--- config.mk ---
export PLATFORM = sky130hd
export DESIGN_NAME = lzw_code_packer_flat
export DESIGN_NICKNAME = d
export VERILOG_FILES = /design/src/rtl/lzw_code_packer_if.sv /design/src/rtl/lzw_code_packer.sv /design/src/flat_wrapper.sv
export SDC_FILE = /design/constraint.sdc
export NUM_CORES = 1
export LEC_CHECK = 0
export ABC_AREA = 1
export BUFFER_PORTS_ARGS = -buffer_cell sky130_fd_sc_hd__buf_4
export CORE_UTILIZATION = 51
export DETAILED_ROUTE_END_ITERATION = 10
export MAX_ROUTING_LAYER = met4
export PLACE_DENSITY = 0.78
export SLEW_MARGIN = 5
export SYNTH_ARGS = -nofsm -noshare
export SYNTH_HDL_FRONTEND = slang
export SYNTH_SLANG_ARGS = --single-unit
--- constraint.sdc ---
create_clock -name Clock -period 2.1 [get_ports Clock]
set_clock_uncertainty 0.2 [all_clocks]
set_input_delay 0.105 -clock Clock [delete_from_list [all_inputs] [get_ports Clock]]
set_output_delay 0.105 -clock Clock [all_outputs]
set_load 0.05 [all_outputs]
--- src/rtl/lzw_code_packer_if.sv ---
// lzw_code_packer_if: code input, flush/done and byte output bundle
// master = datapath/sink side, slave = packer side
interface lzw_code_packer_if #(
  parameter int CODE_WIDTH = 12
);
  logic [CODE_WIDTH-1:0] CodeIn;
  logic                  CodeValid;
  logic                  CodeReady;
  logic                  Flush;
  logic [7:0]            ByteOut;
  logic                  ByteValid;
  logic                  ByteReady;
  logic                  Done;
  logic [15:0]           ByteCount;

  modport master (
    output CodeIn, CodeValid, Flush,
    output ByteReady,
    input  CodeReady, ByteOut,
    input  ByteValid, Done, ByteCount
  );

  modport slave (
    input  CodeIn, CodeValid, Flush,
    input  ByteReady,
    output CodeReady, ByteOut,
    output ByteValid, Done, ByteCount
  );
endinterface

--- src/rtl/lzw_code_packer.sv ---
// lzw_code_packer: packs 12-bit LZW codes MSB-first into bytes
// flush pads the last partial byte with zeros, then pulses Done
module lzw_code_packer (
  input  logic               Clock,
  input  logic               Reset,
  lzw_code_packer_if.slave   bus
);
  typedef enum logic [1:0] {
    RUN   = 2'd0,
    FLUSH = 2'd1,
    DONE  = 2'd2
  } state_t;

  localparam logic [4:0] CW = 5'd12;

  state_t      state_q, state_d;
  logic [23:0] acc_q, acc_d;
  logic [4:0]  bit_cnt_q, bit_cnt_d;
  logic [7:0]  byte_out_q, byte_out_d;
  logic        byte_valid_q, byte_valid_d;
  logic [15:0] byte_cnt_q, byte_cnt_d;

  logic code_ready;
  logic accept;
  logic hs;
  logic can_load;
  logic load_full;
  logic load_part;

  assign code_ready = (state_q == RUN)
                    && (bit_cnt_q < 5'd8)
                    && !Reset;
  assign accept    = bus.CodeValid && code_ready;
  assign hs        = byte_valid_q && bus.ByteReady;
  assign can_load  = !byte_valid_q || bus.ByteReady;
  assign load_full = can_load && (bit_cnt_q >= 5'd8);
  // Residual bits are already zero below the valid field.
  assign load_part = can_load
                   && (state_q == FLUSH)
                   && (bit_cnt_q != 5'd0)
                   && (bit_cnt_q < 5'd8);

  always_comb begin
    acc_d        = acc_q;
    bit_cnt_d    = bit_cnt_q;
    byte_out_d   = byte_out_q;
    byte_valid_d = byte_valid_q;
    byte_cnt_d   = byte_cnt_q;
    state_d      = state_q;

    if (hs) begin
      byte_valid_d = 1'b0;
      byte_cnt_d   = byte_cnt_q + 16'd1;
    end

    unique case (1'b1)
      accept: begin
        acc_d = acc_q
              | (24'(bus.CodeIn)
                 << (CW - bit_cnt_q));
        bit_cnt_d = bit_cnt_q + CW;
      end
      load_full: begin
        byte_out_d   = acc_q[23:16];
        acc_d        = acc_q << 8;
        bit_cnt_d    = bit_cnt_q - 5'd8;
        byte_valid_d = 1'b1;
      end
      load_part: begin
        byte_out_d   = acc_q[23:16];
        acc_d        = '0;
        bit_cnt_d    = '0;
        byte_valid_d = 1'b1;
      end
      default: ;
    endcase

    unique case (state_q)
      RUN: begin
        if (bus.Flush) state_d = FLUSH;
      end
      FLUSH: begin
        if ((bit_cnt_q == 5'd0) && can_load)
          state_d = DONE;
      end
      DONE:    state_d = RUN;
      default: state_d = RUN;
    endcase
  end

  always_ff @(posedge Clock) begin
    if (Reset) begin
      state_q      <= RUN;
      acc_q        <= '0;
      bit_cnt_q    <= '0;
      byte_out_q   <= '0;
      byte_valid_q <= 1'b0;
      byte_cnt_q   <= '0;
    end else begin
      state_q      <= state_d;
      acc_q        <= acc_d;
      bit_cnt_q    <= bit_cnt_d;
      byte_out_q   <= byte_out_d;
      byte_valid_q <= byte_valid_d;
      byte_cnt_q   <= byte_cnt_d;
    end
  end

  assign bus.CodeReady = code_ready;
  assign bus.ByteOut   = byte_out_q;
  assign bus.ByteValid = byte_valid_q;
  assign bus.Done      = (state_q == DONE);
  assign bus.ByteCount = byte_cnt_q;
endmodule
--- src/flat_wrapper.sv ---
// flat-port wrapper written by rule: the top's interface ports become plain ports
module lzw_code_packer_flat 
  (Clock, Reset, bus_CodeIn, bus_CodeValid, bus_Flush, bus_ByteReady, bus_CodeReady, bus_ByteOut, bus_ByteValid, bus_Done, bus_ByteCount);
  lzw_code_packer_if bus_i ();
  input  logic Clock;
  input  logic Reset;
  input wire logic [$bits(bus_i.CodeIn)-1:0] bus_CodeIn;
  input wire logic [$bits(bus_i.CodeValid)-1:0] bus_CodeValid;
  input wire logic [$bits(bus_i.Flush)-1:0] bus_Flush;
  input wire logic [$bits(bus_i.ByteReady)-1:0] bus_ByteReady;
  output wire logic [$bits(bus_i.CodeReady)-1:0] bus_CodeReady;
  output wire logic [$bits(bus_i.ByteOut)-1:0] bus_ByteOut;
  output wire logic [$bits(bus_i.ByteValid)-1:0] bus_ByteValid;
  output wire logic [$bits(bus_i.Done)-1:0] bus_Done;
  output wire logic [$bits(bus_i.ByteCount)-1:0] bus_ByteCount;
  assign bus_i.CodeIn = bus_CodeIn;
  assign bus_i.CodeValid = bus_CodeValid;
  assign bus_i.Flush = bus_Flush;
  assign bus_i.ByteReady = bus_ByteReady;
  assign bus_CodeReady = bus_i.CodeReady;
  assign bus_ByteOut = bus_i.ByteOut;
  assign bus_ByteValid = bus_i.ByteValid;
  assign bus_Done = bus_i.Done;
  assign bus_ByteCount = bus_i.ByteCount;
  lzw_code_packer u_core (.Clock(Clock), .Reset(Reset), .bus(bus_i));
endmodule
==> flow_summary.json, run 1 <==
{
  "total_power_mw": 3.945,
  "grt_pass1_wl_mm": 11.18,
  "ir_drop_mv": 0.6445,
  "path_common_cell": "nand2_2",
  "min_from": "bus_CodeIn[10]",
  "die_area_um2": 5922,
  "p_leak_nw": 1.480,
  "core_area_um2": 5270,
  "max_slew_margin_pct": 75.33,
  "timing.fmax_mhz": 530.6,
  "netlist_area_um2": 2865,
  "syn_area_per_cell_um2": 6.838,
  "synthFlopType": "dfxtp_1",
  "synth_nets": 441,
  "route.detailed.drc": 0,
  "hold_path_end": "u_core.acc_q[22]$_SDFFE_PP0P_",
  "rrSetupSlack_ps": 220,
  "drt_pre_antenna_iters": 5,
  "clk_pin_slew_ps": 110,
  "die_y_um": 76.96,
  "place_area_um2": 3233,
  "yosysWarnings": 0,
  "drive_gt1_share_pct": 19.53,
  "area_growth_pct": 19.04,
  "cts.sinks": 54,
  "ff_latch_area_um2": 1081,
  "num_rows": 26,
  "ff2ff_path_depth": 11,
  "numCtsBuffers": 5,
  "initial_utilization_pct": 54.37,
  "holdPathStages": 5,
  "power_density_nw_per_um2": 1157,
  "fin_crit_ps": 1885,
  "setup-tns-final_ps": 0,
  "max-clock-path-buffers": 2,
  "cts_tree": "done",
  "cp.arrival_ps": 1950,
  "routed_wirelength_mm": 6.693,
  "worst_pin_slew_ps": 368.8,
  "clk_latency_ps": 320,
  "drtAntennaViolNets": 0,
  "setup_viol": 0,
  "finalMaxSlewViolations": 0,
  "synth_cell_types": 32,
  "n_fill_cell": 495,
  "synth_top_area_cell": "dfxtp_1",
  "final_area_um2": 3411,
  "grt_max_degree": 35,
  "rsz0062_at_grt": "false",
  "die_x_um": 76.96,
  "async_reset_ff_share_pct": 0,
  "io_buffers": 43,
  "path_cells": "inv_1 > ha_1 > nand2_2 > nand3_2 > nand2_8 > inv_4 > nand2_4 > nand2_2 > inv_2 > nand2_1 > o21ai_2",
  "critPathTopFamily": "simple AND/OR/NAND/NOR gates",
  "synth.most_common_cell": "nand2_1",
  "end_kind": "flop",
  "ys_seq_area_share_pct": 37.73,
  "multi_input_area_um2": 1429,
  "cp.required_ps": 2160,
  "hold_class": "in -> reg",
  "track_usage_pct": 24.28,
  "synth_edf_count": 0,
  "rr_startpoint": "u_core.bit_cnt_q[3]$_SDFFE_PP0P_",
  "slowest_stage": "dfxtp_1",
  "netlist_instances": 419,
  "place.gp.congestion": 0.9011,
  "hold_viol_final": 0,
  "netlist_top_cells_count": "nand2_1 (100), inv_1 (62), dfxtp_1 (54)",
  "via_count": 2743,
  "fin_nets": 492,
  "ys_ff_latch": 54,
  "synthTopCellsByArea": "dfxtp_1 (38%), nand2_1 (13%), inv_1 (8.1%)",
  "period_share_pct": 89.74,
  "crit_buf_inv": 3,
  "ctsResizeCount": 0,
  "grt-ovfl-total": 0,
  "cts_root_buf": "clkbuf_8",
  "crit_type": "reg -> reg",
  "drt_iter0_drc": 165,
  "max_stage_delay_ps": 390,
  "io_pins": 44,
  "vias_per_cell": 5.070,
  "worstSetupStartpointType": "flop",
  "crit_fanout": 34,
  "wl_per_cell_um": 12.37,
  "final_util_pct": 64.72,
  "place_hpwl_mm": 4.807,
  "drv_cap": 0,
  "cts_htree_levels": 2,
  "netlist.area_leader.share_pct": 37.73,
  "grt_pass1_vias": 2346,
  "diodes": 0,
  "grt_antenna_before_repair": 0,
  "r2r_end": "u_core.acc_q[14]$_SDFFE_PP0P_",
  "outcome": "finished clean"
}
-- sequential cells by signal (all words and copies together), names as in the netlist --
register / count
u_core.bus.ByteValid: 1
u_core.acc_q: 24
u_core.bus.ByteOut: 8
u_core.bus.ByteCount: 16
u_core.bit_cnt_q: 3
u_core.state_q: 2
-- how the worst max path moves through the flow --
stage          slack (ps)                                     to                            startpoint  cells past startpoint
2_1_floorplan         120          u_core.acc_q[19]$_SDFFE_PP0P_      u_core.bit_cnt_q[3]$_SDFFE_PP0P_                     10
3_3_place_gp          310          u_core.acc_q[12]$_SDFFE_PP0P_      u_core.bit_cnt_q[3]$_SDFFE_PP0P_                      8
3_5_place_dp          250          u_core.acc_q[12]$_SDFFE_PP0P_      u_core.bit_cnt_q[3]$_SDFFE_PP0P_                      8
4_1_cts               210          u_core.acc_q[14]$_SDFFE_PP0P_      u_core.bit_cnt_q[3]$_SDFFE_PP0P_                     11
5_1_grt                30  u_core.bus.ByteCount[12]$_SDFFE_PP0P_  u_core.bus.ByteCount[1]$_SDFFE_PP0P_                      8
6_report              220          u_core.acc_q[14]$_SDFFE_PP0P_      u_core.bit_cnt_q[3]$_SDFFE_PP0P_                     11
-- through the flow --
step,hold WS [ps],instances,setup WS (ps)
finish,36.80,541,215.4
global route,78.74,541,27.29
CTS,25.32,541,206.5
detailed placement,152.9,525,251.6
global placement,149.8,525,309.9
floorplan,-25.93,419,120.1
-- cell usage in the layout (no fill, tap or decap), drive strengths merged --
| master | count |
|---|---|
| o211ai | 1 |
| dlygate4sd3 | 8 |
| nand2 | 110 |
| clkbuf | 5 |
| nor2 | 46 |
| o21bai | 1 |
| dfxtp | 54 |
| ha | 5 |
| nor3 | 3 |
| o21ai | 43 |
| o21a | 1 |
| nand3 | 19 |
| clkinv | 2 |
| nand4 | 1 |
| buf | 50 |
| inv | 69 |
| o22ai | 10 |
| a21oi | 41 |
| xor2 | 2 |
-- final cells by class --
cell class,instances,area share [%]
sequential,54,31.69
multi-input combinational,283,41.89
tap,70,2.568
inverter,68,7.630
clock buffer,5,2.018
timing repair buffer,58,13.35
clock inverter,3,0.8437
-- kinds of logic after synthesis --
group                    synth area share (%)
AND/OR/NAND/NOR                         27.55
buffers and inverters                   12.40
XOR/XNOR                               0.6115
AO/OA/AOI/OAI                           19.52
flip-flops                              37.73
adder cells (fa/ha/maj)                 2.183
-- worst min-delay path, cell delays in order --
cell and delay (ps):
buf_4 110, nand2_1 80, o21ai_0 70, nand3_1 90
a21oi_1 60
-- per-layer routing --
metal / vias up / global-route usage, % / share of wire [%]
met4: 0 / 6.538 / 1.3
met2: 87 / 36.25 / 44
li1: 1424 / - / -
met1: 1218 / 33.19 / 50
met3: 14 / 4.881 / 5.3
met5: - / - / 0
-- power by group --
group	switching (mW)	internal, mW
logic	1.43	0.599
registers	0.0866	1.20
clock network	0.378	0.248
total	1.90	2.05
-- repair_timing --
item	4_1_cts	5_1_grt
endpoints found under the hold margin	18	0
hold buffers	8	0
buffers inserted	0	0
Power figures use the tool's default switching activity.
==> run 2, diff against run 1 <==
--- a/config.mk
+++ b/config.mk
@@ -6,9 +6,10 @@
 export NUM_CORES = 1
 export LEC_CHECK = 0
 export ABC_AREA = 1
-export BUFFER_PORTS_ARGS = -buffer_cell sky130_fd_sc_hd__buf_4
+export BUFFER_PORTS_ARGS = -buffer_cell sky130_fd_sc_hd__buf_2
 export CORE_UTILIZATION = 51
 export DETAILED_ROUTE_END_ITERATION = 10
+export GPL_TIMING_DRIVEN = 0
 export MAX_ROUTING_LAYER = met4
 export PLACE_DENSITY = 0.78
 export SLEW_MARGIN = 5
==> run 2 against run 1 <==
Effect of this change: power up 3.8%; global-route usage increased by 1.2 points; maximum frequency is 4.3% lower; clock power decreased by 1%; clock-buffer cell count unchanged; setup slack got worse by 85 ps; combinational power up 8%; flip-flop and latch count did not move; sequential power about the same; critical path depth shrank 1; wire length grew 1.2%; highest routed layer unchanged; non-clock buffer count increased by 7.
==> flow_summary.json, run 2 (synthesized netlist as in run 1, its figures left out) <==
{
  "routed_wirelength_mm": 6.774,
  "final_area_um2": 3385,
  "cts_tree": "done",
  "rsz0062_at_grt": "false",
  "die_x_um": 76.96,
  "track_usage_pct": 25.49,
  "place_hpwl_mm": 5.017,
  "drt_iter0_drc": 168,
  "die_area_um2": 5922,
  "worst_pin_slew_ps": 642.8,
  "grt_antenna_before_repair": 0,
  "dpl.cell_count": 532,
  "clk_latency_ps": 320,
  "n_fill_cell": 515,
  "end_kind": "flop",
  "drtAntennaViolNets": 0,
  "core_area_um2": 5270,
  "max_slew_margin_pct": 57.15,
  "setup_ws_ps": 130.3,
  "num_rows": 26,
  "route.detailed.drc": 0,
  "regMostFlops": "u_core.acc_q",
  "stdcell_count": 548,
  "die_y_um": 76.96,
  "drv_cap": 0,
  "pre_cts_slack_ps": -154.9,
  "total_power_mw": 4.096,
  "outcome": "finished clean",
  "fin_crit_ps": 1970,
  "numCtsBuffers": 5,
  "final_util_pct": 64.22,
  "timing.hold.ws_ps": 18.99,
  "area_growth_pct": 18.12,
  "grt-ovfl-total": 0,
  "largest_reg_flops": 24,
  "grt_pass1_vias": 2449,
  "cp.required_ps": 2090,
  "diodes": 0,
  "io_buffers": 43,
  "final_common_cell": "nand2_1",
  "fin_nets": 499,
  "hold_class": "in -> reg",
  "crit_fanout": 10,
  "period_share_pct": 93.80,
  "setup-tns-final_ps": 0,
  "cp.arrival_ps": 1960,
  "vias_per_cell": 5.033,
  "cts.sinks": 54,
  "drt_pre_antenna_iters": 4,
  "grt_max_degree": 19,
  "wl_per_cell_um": 12.36,
  "setup_viol": 0,
  "cts_root_buf": "clkbuf_8",
  "power_density_nw_per_um2": 1210,
  "grtUsageMet1_pct": 34.86,
  "io_pins": 44,
  "grt.busiest_layer": "met2",
  "use_met3_pct": 4.286,
  "crit_type": "reg -> reg",
  "finalMaxSlewViolations": 0,
  "grt_pass1_wl_mm": 11.74,
  "rrSetupSlack_ps": 130,
  "initial_utilization_pct": 54.37,
  "drive_gt1_share_pct": 21.34,
  "place_area_um2": 3168,
  "hold_viol_final": 0,
  "clk_pin_slew_ps": 110,
  "via_count": 2758,
  "cts_htree_levels": 2,
  "met2_usage_pct": 38.84,
  "final_cell_mix": "nand2_1 (100), inv_1 (61), dfxtp_1 (52)",
  "timing.fmax_mhz": 507.7,
  "place.gp.congestion": 0.8758,
  "worstSetupStartpointType": "flop",
  "p_leak_nw": 1.498,
  "max-clock-path-buffers": 2,
  "ir_drop_mv": 0.6456
}
==> run 2: changes by cell type in the layout (fill, tap and decap cells not counted), moves of 3 or more <==
cell and change:
buf_4 -47, clkbuf_1 +3, buf_2 +46, buf_6 +4
==> run 2: power breakdown <==
part	internal [mW]	total [mW]	switching, mW
Sequential	1.20	1.29	0.0856
Clock	0.242	0.617	0.375
Combinational	0.672	2.19	1.52
Total	2.12	4.10	1.98
==> run 2: worst max-delay path: stages, from the launching register on <==
cell and delay [ps]:
dfxtp_2 380, clkbuf_4 210, inv_1 90, ha_1 200
nand2_2 110, nand3_4 100, nand2_8 160, buf_8 160
o21ai_1 70, a21oi_1 110, nor2_1 50
==> run 2: path summary, 6_finish.rpt <==
path                                                  startpoint                                 end  cells past startpoint
worst max-delay path            u_core.bit_cnt_q[3]$_SDFFE_PP0P_       u_core.acc_q[19]$_SDFFE_PP0P_                     10
worst min-delay path                               bus_CodeValid    u_core.bit_cnt_q[2]$_SDFFE_PP0P_                      4
worst max register to register  u_core.bit_cnt_q[3]$_SDFFE_PP0P_       u_core.acc_q[19]$_SDFFE_PP0P_                     10
worst min register to register     u_core.acc_q[18]$_SDFFE_PP0P_  u_core.bus.ByteOut[2]$_SDFFE_PP0N_                      2
==> run 2: metal layers <==
layer	up-vias	share of wire [%]	routed length (µm)
met5	-	0	0
met4	0	0.80	54
met3	10	4.4	299
met2	71	45	3036
met1	1230	50	3385
li1	1447	-	-
==> run 2: layout make-up <==
cell class              instances  area, µm²  share of cell area, %
plain buffers                  13      101.3                  2.994
clock buffers                   5      68.82                  2.033
clock inverters                 3      26.28                 0.7763
inverters                      68      267.8                  7.911
multi-input cells             283       1449                  42.81
flip-flops and latches         54       1084                  32.01
well taps                      70      87.58                  2.588
repair buffers                 52      300.3                  8.872
==> run 2: what timing repair did <==
action | CTS | global route
hold buffers | 7 | 0
endpoints found under the hold margin | 11 | 0
gates resized for setup | 4 | 11
endpoints found under the setup margin | 36 | 34
pin swaps | 1 | 3
setup buffers | 2 | 0
